$ cat config.mk
export PLATFORM = sky130hd
export DESIGN_NAME = chacha20_stream_xor
export DESIGN_NICKNAME = d
export VERILOG_FILES = /design/src/rtl/chacha20_pkg.sv /design/src/rtl/chacha20_ks_buffer.sv /design/src/rtl/chacha20_stream_xor.sv
export SDC_FILE = /design/constraint.sdc
export NUM_CORES = 1
export LEC_CHECK = 0
export ABC_CLOCK_PERIOD_IN_PS = 3100
export CORE_UTILIZATION = 30
export DETAILED_ROUTE_END_ITERATION = 12
export PLACE_DENSITY = 0.57
export SYNTH_ARGS = -nofsm -noshare
export SYNTH_HDL_FRONTEND = slang
export SYNTH_SLANG_ARGS = --single-unit
$ cat constraint.sdc
create_clock -name CLOCK_50 -period 3.1 [get_ports CLOCK_50]
set_input_delay 0.31 -clock CLOCK_50 [delete_from_list [all_inputs] [get_ports CLOCK_50]]
set_output_delay 0.31 -clock CLOCK_50 [all_outputs]
set_load 0.01 [all_outputs]
$ cat src/rtl/chacha20_pkg.sv
// chacha20_pkg: block width, FSM state type and lane helpers for the ChaCha20 stream-combining stage.
package chacha20_pkg;

    localparam int BLOCK_W = 512;

    typedef enum logic [2:0] {IDLE, REQ, XOR, DRAIN, DONE} state_t;

    function automatic int lanes(input int data_w);
        return BLOCK_W / data_w;
    endfunction

    // Returns the 64 bits starting at lane idx; callers truncate to their lane width.
    function automatic logic [63:0] lane_of(input logic [BLOCK_W-1:0] blk, input int idx, input int data_w);
        logic [BLOCK_W-1:0] s;
        s = blk >> (idx * data_w);
        return s[63:0];
    endfunction

endpackage

$ cat src/rtl/chacha20_ks_buffer.sv
// chacha20_ks_buffer: active keystream block with lane mux; CHACHA20_KS_PREFETCH_EN adds a shadow block
// that is promoted to active on lane wrap.
module chacha20_ks_buffer
    import chacha20_pkg::*;
#(
    parameter int DATA_W = 8,
    parameter int IDX_W  = 6
) (
    input  logic               clk,
    input  logic               rst_n,
    input  logic               clr,
    input  logic               load,
    input  logic               adv,
    input  logic [BLOCK_W-1:0] block,
    input  logic [IDX_W-1:0]   lane_idx,
    output logic               act_valid,
    output logic               sh_valid,
    output logic               next_ready,
    output logic [DATA_W-1:0]  lane
);

    logic [BLOCK_W-1:0] act;

    assign lane = DATA_W'(lane_of(act, int'(lane_idx), DATA_W));

`ifdef CHACHA20_KS_PREFETCH_EN
    logic [BLOCK_W-1:0] sh;

    // A block arriving on the wrap cycle itself goes straight to active.
    assign next_ready = sh_valid || load;

    always_ff @(posedge clk or negedge rst_n) begin
        if (!rst_n) begin
            act       <= '0;
            sh        <= '0;
            act_valid <= 1'b0;
            sh_valid  <= 1'b0;
        end else if (clr) begin
            act_valid <= 1'b0;
            sh_valid  <= 1'b0;
        end else if (adv) begin
            act       <= sh_valid ? sh : block;
            act_valid <= sh_valid || load;
            sh_valid  <= 1'b0;
        end else if (load && act_valid) begin
            sh       <= block;
            sh_valid <= 1'b1;
        end else if (load) begin
            act       <= block;
            act_valid <= 1'b1;
        end
    end
`else
    assign sh_valid   = 1'b0;
    assign next_ready = 1'b0;

    always_ff @(posedge clk or negedge rst_n) begin
        if (!rst_n) begin
            act       <= '0;
            act_valid <= 1'b0;
        end else if (clr || adv) begin
            act_valid <= 1'b0;
        end else if (load) begin
            act       <= block;
            act_valid <= 1'b1;
        end
    end
`endif

endmodule

$ cat src/rtl/chacha20_stream_xor.sv
// chacha20_stream_xor: XORs 512-bit ChaCha20 keystream blocks lane by lane onto a plaintext stream.
// Define CHACHA20_KS_PREFETCH_EN to fetch the next block into a shadow buffer while the current one drains.
module chacha20_stream_xor
    import chacha20_pkg::*;
#(
    parameter int DATA_W = 8,
    parameter int LEN_W  = 16
) (
    input  logic               CLOCK_50,
    input  logic [0:0]         KEY,
    input  logic               start,
    input  logic [LEN_W-1:0]   msg_len,
    input  logic [31:0]        ctr_init,
    output logic               ks_req,
    output logic [31:0]        ks_ctr,
    input  logic               ks_valid,
    input  logic [BLOCK_W-1:0] ks_block,
    input  logic [DATA_W-1:0]  pt_data,
    input  logic               pt_valid,
    output logic               pt_ready,
    output logic [DATA_W-1:0]  ct_data,
    output logic               ct_valid,
    input  logic               ct_ready,
    output logic               ct_last,
    output logic               busy,
    output logic               done
);

    localparam int LANES = lanes(DATA_W);
    localparam int IDX_W = $clog2(LANES);
`ifdef CHACHA20_KS_PREFETCH_EN
    localparam bit PF_EN = 1'b1;
`else
    localparam bit PF_EN = 1'b0;
`endif

    state_t            state, state_nx;
    logic              rst_n;
    logic [LEN_W-1:0]  remaining;
    logic [IDX_W-1:0]  lane_idx;
    logic [31:0]       blk_ctr;
    logic [DATA_W-1:0] lane;
    logic              act_valid, sh_valid, next_ready;
    logic              pf_req, load, clr, pt_fire, ct_fire, last_beat, wrap;

    assign rst_n     = KEY[0];
    assign pt_fire   = pt_valid && pt_ready;
    assign ct_fire   = ct_valid && ct_ready;
    assign last_beat = pt_fire && remaining == LEN_W'(1);
    assign wrap      = pt_fire && !last_beat && lane_idx == IDX_W'(LANES - 1);
    assign clr       = state == IDLE && start;
    // blk_ctr tracks the active block; a prefetch asks for the one after it.
    assign pf_req    = PF_EN && state == XOR && act_valid && !sh_valid &&
                       32'(remaining) > 32'(LANES) - 32'(lane_idx);
    assign ks_req    = state == REQ || pf_req;
    assign ks_ctr    = blk_ctr + 32'(pf_req);
    assign load      = ks_valid && ks_req;
    assign pt_ready  = state == XOR && act_valid && (!ct_valid || ct_ready);
    assign busy      = state != IDLE;
    assign done      = state == DONE;

    chacha20_ks_buffer #(.DATA_W(DATA_W), .IDX_W(IDX_W)) u_buf (
        .clk        (CLOCK_50),
        .rst_n      (rst_n),
        .clr        (clr),
        .load       (load),
        .adv        (wrap),
        .block      (ks_block),
        .lane_idx   (lane_idx),
        .act_valid  (act_valid),
        .sh_valid   (sh_valid),
        .next_ready (next_ready),
        .lane       (lane)
    );

    always_comb begin
        state_nx = state;
        case (state)
            IDLE:    if (start) state_nx = msg_len == '0 ? DONE : REQ;
            REQ:     if (load) state_nx = XOR;
            XOR:     if (last_beat) state_nx = DRAIN;
                     else if (wrap) state_nx = next_ready ? XOR : REQ;
            DRAIN:   if (ct_fire) state_nx = DONE;
            DONE:    state_nx = IDLE;
            default: state_nx = IDLE;
        endcase
    end

    always_ff @(posedge CLOCK_50 or negedge rst_n) begin
        if (!rst_n) begin
            state     <= IDLE;
            remaining <= '0;
            lane_idx  <= '0;
            blk_ctr   <= '0;
            ct_data   <= '0;
            ct_valid  <= 1'b0;
            ct_last   <= 1'b0;
        end else begin
            state <= state_nx;
            if (clr && msg_len != '0) begin
                remaining <= msg_len;
                blk_ctr   <= ctr_init;
            end
            if (state == REQ && load)
                lane_idx <= '0;
            if (wrap)
                blk_ctr <= blk_ctr + 32'd1;
            // The output register only moves on a new beat, so it holds while stalled.
            if (pt_fire) begin
                remaining <= remaining - 1'b1;
                lane_idx  <= lane_idx + 1'b1;
                ct_data   <= pt_data ^ lane;
                ct_valid  <= 1'b1;
                ct_last   <= remaining == LEN_W'(1);
            end else if (ct_fire) begin
                ct_valid <= 1'b0;
                ct_last  <= 1'b0;
            end
        end
    end

endmodule
Yosys cells after proc, flatten, opt, wreduce, memory -nomap -nowiden --
Cells that the tools add are included.
Cells by class: add/subtract/negate cells 3, eq/ne operators 10, shift operators 1, multiplexer cells 18, bitwise operators 2, reduce and logical (&&, ||, !) cells 26
Operators with widths (number):
- $shr A512 B9 Y8 | 1
- $mux W32 | 2
- $add A32 B1 Y32 const B | 1
- $mux W16 | 2
- $mux W3 | 6
- $eq A16 B1 Y1 const B | 1
- $logic_not A16 Y1 | 1
- $reduce_bool A16 Y1 | 1
- $sub A16 B1 Y16 const B | 1
- $mux W6 | 2
- $pmux W3 S4 | 1
- $logic_and A1 B1 Y1 | 11
- $reduce_bool A2 Y1 | 5
- $xor A8 B8 Y8 | 1
- $add A6 B1 Y6 const B | 1
- $eq A3 B2 Y1 const B | 2
- $eq A6 B6 Y1 const B | 1
- $mux W1 | 5
- $ne A2 B2 Y1 const B | 2
- $reduce_and A4 Y1 | 1
- $eq A3 B1 Y1 const B | 1
- $eq A3 B3 Y1 const B | 1
- $logic_not A3 Y1 | 1
- $ne A3 B2 Y1 const B | 1
- 6 further kinds | 8
Word-level totals: bits in registers 580, input bits 574, output and inout port bits 46, logic and storage cells 69

Longest topological paths before layout --
Gate-level depths: netlist of run 1.
depth after elaboration 11, mapped depth 10, gate-level depth less buffers 8

By module --
Synthesis of run 1 repeated with hierarchy kept, for this count alone.
Unflattened totals: cells, all modules 1858, area total of the unflattened synthesis 27333.7 um^2
By module, submodules not included:
- chacha20_ks_buffer | instances 1, cells each 1410, area each 23296.1 um^2, seq. area each 12837.3 um^2
- chacha20_stream_xor | instances 1, cells each 448, area each 4037.6 um^2, seq. area each 1676.6 um^2

Least setup slack after synthesis of run 1 --
OpenSTA, ideal clock, no wires.
kind register to register, start point register lane_idx[1], end point register ct_data[4], arrival 2152 ps, data required time 2968 ps, path slack 816 ps, cell stages (with the launch flop) 10, path buffers 3, cells stage by stage dfrtp_1 -> buf_2 -> buf_2 -> buf_1 -> mux4_2 -> a22oi_1 -> a21oi_1 -> nor4_2 -> xor2_1 -> o21ai_1
Between the ends: word-level cells in the longest chain between the ends 2
RTL lines:
- start: declaration | line chacha20_stream_xor.sv:40 | logic [IDX_W-1:0] lane_idx;
- start signal: assignment | line chacha20_stream_xor.sv:111 | lane_idx <= lane_idx + 1'b1;
- $shr A512 B9 Y8 | line chacha20_pkg.sv:15 | s = blk >> (idx * data_w);
- $xor A8 B8 Y8 | line chacha20_stream_xor.sv:112 | ct_data <= pt_data ^ lane;
- end signal: assignment | line chacha20_stream_xor.sv:112
- end: declaration | line chacha20_stream_xor.sv:21 | output logic [DATA_W-1:0] ct_data,
Every way passes these cells. A chain may end at the register's enable or synchronous reset.

Worst setup path in the final report of run 1 --
start point register lane_idx[0], end point register ct_data[6]
The elaborated chain is that of the path after synthesis.

==> out/results.md, run 1 <==
| Result | This run |
|---|---|
| Result of the run | completed |
| Register clock-pin slew on the reported worst setup and hold paths | 0.05 ns |
| CTS buffer count | 71 |
| Skew-Pair Late Insertion Delay | 0.60 ns |
| Total count of max-transition violations in the final report | 0 |
| Mapped Area | 26800 µm² |
| Endpoints failing setup | 0 |
| Arrival @ worst endpoint | 3.30 ns |
| Die width | 301 µm |
| Total cell area at the placement stage | 34700 µm² |
| Peak fanout along the critical path | 30 |
| Library cell occupying the most area in the post-synthesis netlist | sky130_fd_sc_hd__dfrtp_1 |
| Number of levels in the clock H-tree | 3 |
| Number of buffers and inverters on the critical path | 2 |
| Post-Layout Inst Area | 37300 µm² |
| Final net count | 3066 |
| Worst vdd rail ir drop | 0.488 mV |
| Number of unique standard cell types used by synthesis | 61 |
| Maximum Capacitance Violations | 0 |
| Clock tree root buffer cell | sky130_fd_sc_hd__clkbuf_16 |
| Path class of the lowest-slack min-delay path | in2reg |
| Overall Global Routing Usage | 0.212 |
| Post-synthesis adder-cell area fraction | 0.00187 |
| Number of placed I/O pins | 620 |
| Max Clock Freq | 0.353 GHz |
| Sum of negative setup slack | 0 ns |
| Initial Utilization | 0.303 |
| Syn avg cell area | 14.5 µm² |
| Number of rows in the core area | 109 |
| Total wirelength of the detailed-routed design | 96200 µm |
| Share of cells above drive strength 1 | 0.338 |
| Largest net degree at the start of global routing | 79 |
| Share of the synthesized area in compound gates (AO/OA/AOI/OAI) | 0.0552 |
| Crit path launch | lane_idx[0] |
| Area enclosed by the die boundary | 90400 µm² |
| Share of flip-flops with an asynchronous set or reset | 1.00 |
| Via count of the first global-routing pass | 20.5k |
| Max_slew headroom | 0.498 |
| Number of antenna-violating nets in the routed design | 0 |
| Wire per inst | 25.8 µm |
| Total instance count after detailed placement | 3579 |
| Number of design-rule violations left by the first detailed-router iteration | 857 |
| CP Class | reg2reg |
| Setup Skew | 0.0166 ns |
| Power density over cell area | 990 nW/µm² |
| Vertical die dimension | 301 µm |
| Post-DP HPWL | 74300 µm |
| Multiplexer share of the synthesized area | 0.325 |
| Antenna violations before repair | 38 |
| Endpoint kind of the worst setup timing path | register |
| Leftover overflow at the end of global routing | 0 |
| Most common cell after layout, fill and taps aside | sky130_fd_sc_hd__clkdlybuf4s50_1 |
| Count of cells resized by post-cts repair | 0 |
| Predominant post-synthesis flop cell | sky130_fd_sc_hd__dfrtp_1 |
| Dominant combinational cell family by area after synthesis | multiplexers |
| Kind of cell adding the most delay to the critical path | compound AO/OA/AOI/OAI gates |
| Signed area change from the synthesized netlist to the final layout | 39.3% |
| Final GP Congestion | 0.850 |
| Total clock sinks | 580 |
| Ordered cell list for the critical path | buf_12 -> buf_4 -> mux4_2 -> a22oi_1 -> a21oi_1 -> nor4_2 -> xor2_1 -> o21ai_1 |
| Final critical-path required period | 2.84 ns |
| Simple-Gate Fraction of Synth Area | 0.0473 |
| Yosys warning total | 0 |
| First-pass GRT wire length | 140000 µm |
| Total of flip-flops plus latches after synthesis | 580 |
| Post-route DRC violation count | 0 |
| Max clock buf depth | 3 |
| Number of standard cells after synthesis | 1849 |
| Data required time at the worst endpoint | 3.56 ns |
| Slew of the pin with the lowest slew margin | 0.752 ns |
| Number of synthesized flops with an enable pin | 0 |
| Via-per-instance ratio | 5.09 |
| LEAKAGE | 14.6 nW |
| Count of vias placed by the detailed router | 19.0k |
| Biggest area contributors in the synthesized netlist | sky130_fd_sc_hd__dfrtp_1 54%, sky130_fd_sc_hd__mux2_2 22%, sky130_fd_sc_hd__mux4_2 10% |
| Leading cell types in the layout, fill and taps excluded | 618 x sky130_fd_sc_hd__clkdlybuf4s50_1, 578 x sky130_fd_sc_hd__dfrtp_1, 522 x sky130_fd_sc_hd__mux2_2, 122 x sky130_fd_sc_hd__mux4_2, 75 x sky130_fd_sc_hd__clkbuf_16 |
| Post-Layout Cell Count | 3729 |
| Final worst-path cycle share | 0.915 |
| Total nets after synthesis | 2427 |
| Area share of the leading cell type in the synthesized netlist | 0.542 |
| Source of the worst hold timing path | ctr_init[5] |
| Unrepaired setup endpoints after global routing | false |
| Cell type of the slowest stage on the worst timing path | sky130_fd_sc_hd__dfrtp_4 |
| Delay of the slowest critical-path stage | 0.52 ns |
| Reg2reg start | lane_idx[0] |
| Core box area | 88400 µm² |
| Post-synthesis share of cell area spent on xor and xnor gates | 0.00196 |
| Hold violation total from the final report | 0 |
| CP startpoint kind | register |
| Pre-Repair DR Iteration Count | 5 |
| Clock tree from TritonCTS | built |
| Port Buffer Count | 619 |
| Register area share after synthesis | 0.542 |
-- where the power goes --
| group | switching (W) | internal, W | total [W] |
|---|---|---|---|
| combinational | 0.00597 | 0.00817 | 0.0141 |
| sequential | 0.00249 | 0.0115 | 0.0140 |
| clock | 0.00338 | 0.00543 | 0.00881 |
-- layer usage --
metal	track usage	up-vias	wire length (µm)
li1	-	8298	-
met2	0.358	588	48400
met5	0	-	227
met3	0.0540	166	6220
met1	0.259	9876	38400
met4	0.0805	36	2980
-- cell type report --
type,instances,area (µm²)
inverter,18,67.6
clock inverter,20,282
fill,8094,51100
timing repair buffer,694,7130
tap,1165,1460
antenna,21,52.6
sequential,580,14500
multi-input combinational,1123,11600
clock buffer,108,2210
-- synthesized netlist by cell type (4+ instances only) --
master,n
sky130_fd_sc_hd__a311oi_1,10
sky130_fd_sc_hd__a22oi_1,56
sky130_fd_sc_hd__buf_6,9
sky130_fd_sc_hd__nor4_2,7
sky130_fd_sc_hd__buf_4,4
sky130_fd_sc_hd__nor2b_1,11
sky130_fd_sc_hd__buf_2,62
sky130_fd_sc_hd__and2_1,6
sky130_fd_sc_hd__o311ai_0,5
sky130_fd_sc_hd__xor2_1,6
sky130_fd_sc_hd__dfrtp_1,580
sky130_fd_sc_hd__and3_1,9
sky130_fd_sc_hd__nand3_1,16
sky130_fd_sc_hd__nand2b_1,7
sky130_fd_sc_hd__mux2i_1,7
sky130_fd_sc_hd__o31ai_1,5
sky130_fd_sc_hd__buf_1,10
sky130_fd_sc_hd__o211ai_1,7
sky130_fd_sc_hd__o21ai_1,6
sky130_fd_sc_hd__nor4_1,8
sky130_fd_sc_hd__and4_1,5
sky130_fd_sc_hd__mux2_2,522
sky130_fd_sc_hd__clkbuf_1,43
sky130_fd_sc_hd__nand4_1,15
sky130_fd_sc_hd__nor2_1,59
sky130_fd_sc_hd__a21oi_1,53
sky130_fd_sc_hd__o21ai_0,27
sky130_fd_sc_hd__nand2_1,58
sky130_fd_sc_hd__mux4_2,122
sky130_fd_sc_hd__ha_1,4
sky130_fd_sc_hd__a221oi_1,5
sky130_fd_sc_hd__nor3_1,31
sky130_fd_sc_hd__a211oi_1,19
sky130_fd_sc_hd__inv_1,18
-- kinds of logic after synthesis --
| logic type | after synthesis |
|---|---|
| multiplexers | 651 |
| XOR/XNOR | 6 |
| flip-flops | 580 |
| buffers and inverters | 146 |
| AO/OA/AOI/OAI | 218 |
| AND/OR/NAND/NOR | 244 |
| adder cells (fa/ha/maj) | 4 |
-- worst paths after layout --
kind,depth (start not counted),slack [ns],endpoint
worst max register to register,8,0.26,ct_data[6]
worst min register to register,2,0.49,ct_data[5]
worst max-delay path,8,0.26,ct_data[6]
max in group asynchronous,3,1.82,u_buf.act[292]
min in group asynchronous,2,0.33,u_buf.act[30]
worst min-delay path,3,0.31,blk_ctr[5]
-- timing repair --
action,in CTS,in global routing
buffers inserted,0,0
hold endpoints to repair,62,0
hold buffers,1,0
endpoints found under the setup margin,0,0
-- tightest hold or removal path, stage by stage --
cell	delay, ns
sky130_fd_sc_hd__clkdlybuf4s50_1	0.40
sky130_fd_sc_hd__nor2_1	0.10
sky130_fd_sc_hd__a211oi_1	0.05
-- state kept, by name (all words and copies together), names as in the netlist --
| name | count |
|---|---|
| u_buf.act_valid | 1 |
| ct_valid | 1 |
| ct_data | 8 |
| lane_idx | 6 |
| ct_last | 1 |
| remaining | 16 |
| u_buf.act | 512 |
| state | 3 |
| blk_ctr | 32 |
-- per-stage QoR --
step | utilization | setup slack (ns) | hold slack (ns) | power [W]
2_1_floorplan | - | 0.816 | 0.0144 | 0.0226
3_3_place_gp | 0.393 | 0.232 | 0.381 | 0.0278
3_5_place_dp | 0.393 | 0.261 | 0.389 | 0.0283
4_1_cts | 0.421 | 0.247 | 0.261 | 0.0373
5_1_grt | 0.422 | 0.0722 | 0.281 | 0.0390
6_report | 0.422 | 0.264 | 0.309 | 0.0369
Note: power is estimated with default switching activity, not from simulation.
==> run 2: changes to the inputs <==
--- a/config.mk
+++ b/config.mk
@@ -5,10 +5,11 @@
 export SDC_FILE = /design/constraint.sdc
 export NUM_CORES = 1
 export LEC_CHECK = 0
+export ABC_AREA = 1
 export ABC_CLOCK_PERIOD_IN_PS = 3100
 export CORE_UTILIZATION = 30
 export DETAILED_ROUTE_END_ITERATION = 12
-export PLACE_DENSITY = 0.57
+export PLACE_DENSITY = 0.56
 export SYNTH_ARGS = -nofsm -noshare
 export SYNTH_HDL_FRONTEND = slang
 export SYNTH_SLANG_ARGS = --single-unit
==> out/results.md, run 2 <==
| Result | This run | Change |
|---|---|---|
| Unrepaired setup endpoints after global routing | false | unchanged |
| Area of combinational cells with multiple inputs | 12600 µm² | was 11600 µm² |
| Path class of the lowest-slack min-delay path | in2reg | unchanged |
| Final net count | 5015 | was 3066 |
| Post-route DRC violation count | 0 | unchanged |
| Leading cell types in the layout, fill and taps excluded | 2291 x sky130_fd_sc_hd__nand2_1, 618 x sky130_fd_sc_hd__clkdlybuf4s50_1, 577 x sky130_fd_sc_hd__dfrtp_1, 463 x sky130_fd_sc_hd__nand3_1, 71 x sky130_fd_sc_hd__clkbuf_16 | was 618 x sky130_fd_sc_hd__clkdlybuf4s50_1, 578 x sky130_fd_sc_hd__dfrtp_1, 522 x sky130_fd_sc_hd__mux2_2, 122 x sky130_fd_sc_hd__mux4_2, 75 x sky130_fd_sc_hd__clkbuf_16 |
| Slew of the pin with the lowest slew margin | 0.910 ns | was 0.752 ns |
| CP startpoint kind | register | unchanged |
| CP Class | reg2reg | unchanged |
| Via count of the first global-routing pass | 27.0k | was 20.5k |
| Sum of negative setup slack | 0 ns | unchanged |
| Share of cells above drive strength 1 | 0.0470 | was 0.338 |
| Worst vdd rail ir drop | 0.656 mV | was 0.488 mV |
| Yosys warning total | 0 | unchanged |
| Number of antenna-violating nets in the routed design | 0 | unchanged |
| Initial Utilization | 0.304 | was 0.303 |
| Wire per inst | 20.4 µm | was 25.8 µm |
| Largest regs | u_buf.act (512), blk_ctr (32), remaining (16) | unchanged |
| Most frequently used cell type in the post-synthesis netlist | sky130_fd_sc_hd__nand2_1 | was sky130_fd_sc_hd__dfrtp_1 |
| Delay of the slowest critical-path stage | 0.52 ns | about the same |
| Number of levels in the clock H-tree | 3 | unchanged |
| Count of vias placed by the detailed router | 27.5k | was 19.0k |
| Data required time at the worst endpoint | 3.61 ns | was 3.56 ns |
| Endpoint kind of the worst setup timing path | register | unchanged |
| Total nets after synthesis | 4502 | was 2427 |
| Max clock buf depth | 3 | unchanged |
| Share of flip-flops with an asynchronous set or reset | 1.00 | unchanged |
| Number of standard cells after synthesis | 3924 | was 1849 |
| Total area of sequential cells | 14500 µm² | about the same |
| Setup Skew | 0.0349 ns | was 0.0166 ns |
| Number of placed I/O pins | 620 | unchanged |
| Result of the run | completed | unchanged |
| Predominant post-synthesis flop cell | sky130_fd_sc_hd__dfrtp_1 | unchanged |
| Most common cell after layout, fill and taps aside | sky130_fd_sc_hd__nand2_1 | was sky130_fd_sc_hd__clkdlybuf4s50_1 |
| Number of design-rule violations left by the first detailed-router iteration | 2418 | was 857 |
| Antenna violations before repair | 36 | was 38 |
| Pre-Repair DR Iteration Count | 6 | was 5 |
| Largest net degree at the start of global routing | 135 | was 79 |
| Number of synthesized flops with an enable pin | 0 | unchanged |
| CTS buffer count | 71 | unchanged |
| Maximum Capacitance Violations | 0 | unchanged |
| Ordered cell list for the critical path | ha_1 -> nand2_1 -> nor2_2 -> inv_1 -> nor3_1 -> buf_4 -> nand3_2 -> inv_2 -> nand4_1 -> nor2_1 -> nor3b_2 | was buf_12 -> buf_4 -> mux4_2 -> a22oi_1 -> a21oi_1 -> nor4_2 -> xor2_1 -> o21ai_1 |
| Power density over cell area | 995 nW/µm² | was 990 nW/µm² |
| Clock tree root buffer cell | sky130_fd_sc_hd__clkbuf_16 | unchanged |
| Source of the worst hold timing path | ks_block[216] | was ctr_init[5] |
| Library cell occupying the most area in the post-synthesis netlist | sky130_fd_sc_hd__dfrtp_1 | unchanged |
| Register clock-pin slew on the reported worst setup and hold paths | 0.06 ns | was 0.05 ns |
| Vertical die dimension | 310 µm | was 301 µm |
| Final critical-path required period | 2.55 ns | was 2.84 ns |
| Number of rows in the core area | 112 | was 109 |
| Post-placement setup slack | 0.497 ns | was 0.261 ns |
| Crit path launch | lane_idx[0] | unchanged |
| First-pass GRT wire length | 172000 µm | was 140000 µm |
| Register area share after synthesis | 0.509 | was 0.542 |
| Syn avg cell area | 7.27 µm² | was 14.5 µm² |
| Met1 GRT Util | 0.316 | was 0.259 |
| Peak fanout along the critical path | 29 | was 30 |
| FILL cells | 9644 | was 8094 |
| Overall Global Routing Usage | 0.240 | was 0.212 |
| Hold violation total from the final report | 0 | unchanged |
| Final worst-path cycle share | 0.822 | was 0.915 |
| Final GP Congestion | 0.859 | was 0.850 |
| LEAKAGE | 18.9 nW | was 14.6 nW |
| Core box area | 93700 µm² | was 88400 µm² |
| Total clock sinks | 580 | unchanged |
| Area share of the leading cell type in the synthesized netlist | 0.509 | was 0.542 |
| Biggest area contributors in the synthesized netlist | sky130_fd_sc_hd__dfrtp_1 51%, sky130_fd_sc_hd__nand2_1 30%, sky130_fd_sc_hd__nand3_1 8.1% | was sky130_fd_sc_hd__dfrtp_1 54%, sky130_fd_sc_hd__mux2_2 22%, sky130_fd_sc_hd__mux4_2 10% |
| Arrival @ worst endpoint | 3.06 ns | was 3.30 ns |
| Area enclosed by the die boundary | 96300 µm² | was 90400 µm² |
| Max_slew headroom | 0.394 | was 0.498 |
| Mapped Area | 28500 µm² | was 26800 µm² |
| Clock tree from TritonCTS | built | unchanged |
| Skew-Pair Late Insertion Delay | 0.64 ns | was 0.60 ns |
| Port Buffer Count | 619 | unchanged |
| Total wirelength of the detailed-routed design | 117000 µm | was 96200 µm |
| Number of flip-flops under the largest register name | 512 | unchanged |
| Total count of max-transition violations in the final report | 0 | unchanged |
| Leftover overflow at the end of global routing | 0 | unchanged |
| Met2 usage | 0.390 | was 0.358 |
| GRT met3 Usage | 0.0469 | was 0.0540 |
| Signed area change from the synthesized netlist to the final layout | 35.0% | was 39.3% |
| Max Clock Freq | 0.393 GHz | was 0.353 GHz |
| Largest reg by FF count | u_buf.act | unchanged |
| Most congested layer reported by global routing | met2 | unchanged |
| Cell type of the slowest stage on the worst timing path | sky130_fd_sc_hd__dfrtp_4 | unchanged |
| Worst Slack Setup Final | 0.553 ns | was 0.264 ns |
| Die width | 310 µm | was 301 µm |
| Endpoints failing setup | 0 | unchanged |
| Synth cell count leaders | 2291 x sky130_fd_sc_hd__nand2_1, 580 x sky130_fd_sc_hd__dfrtp_1, 463 x sky130_fd_sc_hd__nand3_1 | was 580 x sky130_fd_sc_hd__dfrtp_1, 522 x sky130_fd_sc_hd__mux2_2, 122 x sky130_fd_sc_hd__mux4_2 |
| Post-DP HPWL | 84600 µm | was 74300 µm |
| Reg2reg start | lane_idx[0] | unchanged |
| Via-per-instance ratio | 4.79 | was 5.09 |
| Total of flip-flops plus latches after synthesis | 580 | unchanged |
| Number of unique standard cell types used by synthesis | 46 | was 61 |
==> run 2: cell count changes after synthesis, sizes merged, moves of 13 or more <==
cell	previous run	this run
xor2	6	19
clkbuf	43	73
nand3	16	467
inv	18	78
a211oi	19	1
buf	85	168
mux2	522	0
a21oi	53	26
nor3	33	19
mux4	122	0
o21ai	33	64
nand2	58	2294
a22oi	56	0
==> run 2: metrics by stage <==
step                      total power, W  utilization  hold WS [ns]  instances  cell area (µm²)
after floorplan                   0.0229            -        0.0144       3924            28500
after global placement            0.0295        0.384         0.402       5617            36000
after detailed placement          0.0297        0.384         0.394       5617            36000
after CTS                         0.0387        0.411         0.165       5743            38500
after global routing              0.0412        0.411         0.201       5753            38500
final                             0.0383        0.411         0.204       5756            38500
==> run 2: worst max-delay path, delay by kind of cell, from the launching register on <==
family,cells,cell delay [ns]
buffers and inverters,3,0.69
and+or+nand+nor,7,1.02
DFF,1,0.52
adders and majority gates,1,0.19
==> run 2: final timing paths <==
path | end | slack [ns] | cells past startpoint
worst max-delay path | blk_ctr[5] | 0.55 | 11
worst min register to register | u_buf.act[131] | 0.47 | 2
worst min-delay path | u_buf.act[216] | 0.20 | 3
min in group asynchronous | u_buf.act[422] | 0.35 | 2
max in group asynchronous | u_buf.act[74] | 1.82 | 3
worst max register to register | blk_ctr[5] | 0.55 | 11
==> run 2: cells by family (layout without fill, tap and decap cells) <==
logic type,count (synthesis),after routing,share of synthesized area
other,0,13,0
and+or+nand+nor,2867,2867,0.405
buffers and inverters,319,884,0.0510
DFF,580,580,0.509
xor gates and xnor gates,24,24,0.00737
AOI/OAI and AO/OA,130,130,0.0262
adders and majority gates,4,4,0.00175
==> run 2: metal layers <==
metal  vias to the layer above  routed length (µm)
li1                      13300                   -
met1                     13100               50400
met2                       904               55600
met3                       184                7700
met4                        38                3370
met5                         -                 261
==> run 2: area by class of cell <==
cell class,instances,share of cell area
multi-input cells,3025,0.326
flip-flops and latches,580,0.377
inverters,78,0.00815
repair buffers,681,0.183
diodes,13,0.000844
well taps,1254,0.0407
clock buffers,101,0.0535
clock inverters,24,0.0110
==> run 2: power breakdown <==
part	switching (W)	internal [W]	total, W
registers	0.00224	0.0111	0.0133
clock network	0.00363	0.00521	0.00884
logic	0.0106	0.00557	0.0162
==> run 2: timing repair <==
action,4_1_cts,5_1_grt
endpoints found under the hold margin,66,0
hold buffers,1,0
resized for setup,0,0
buffers inserted,0,0
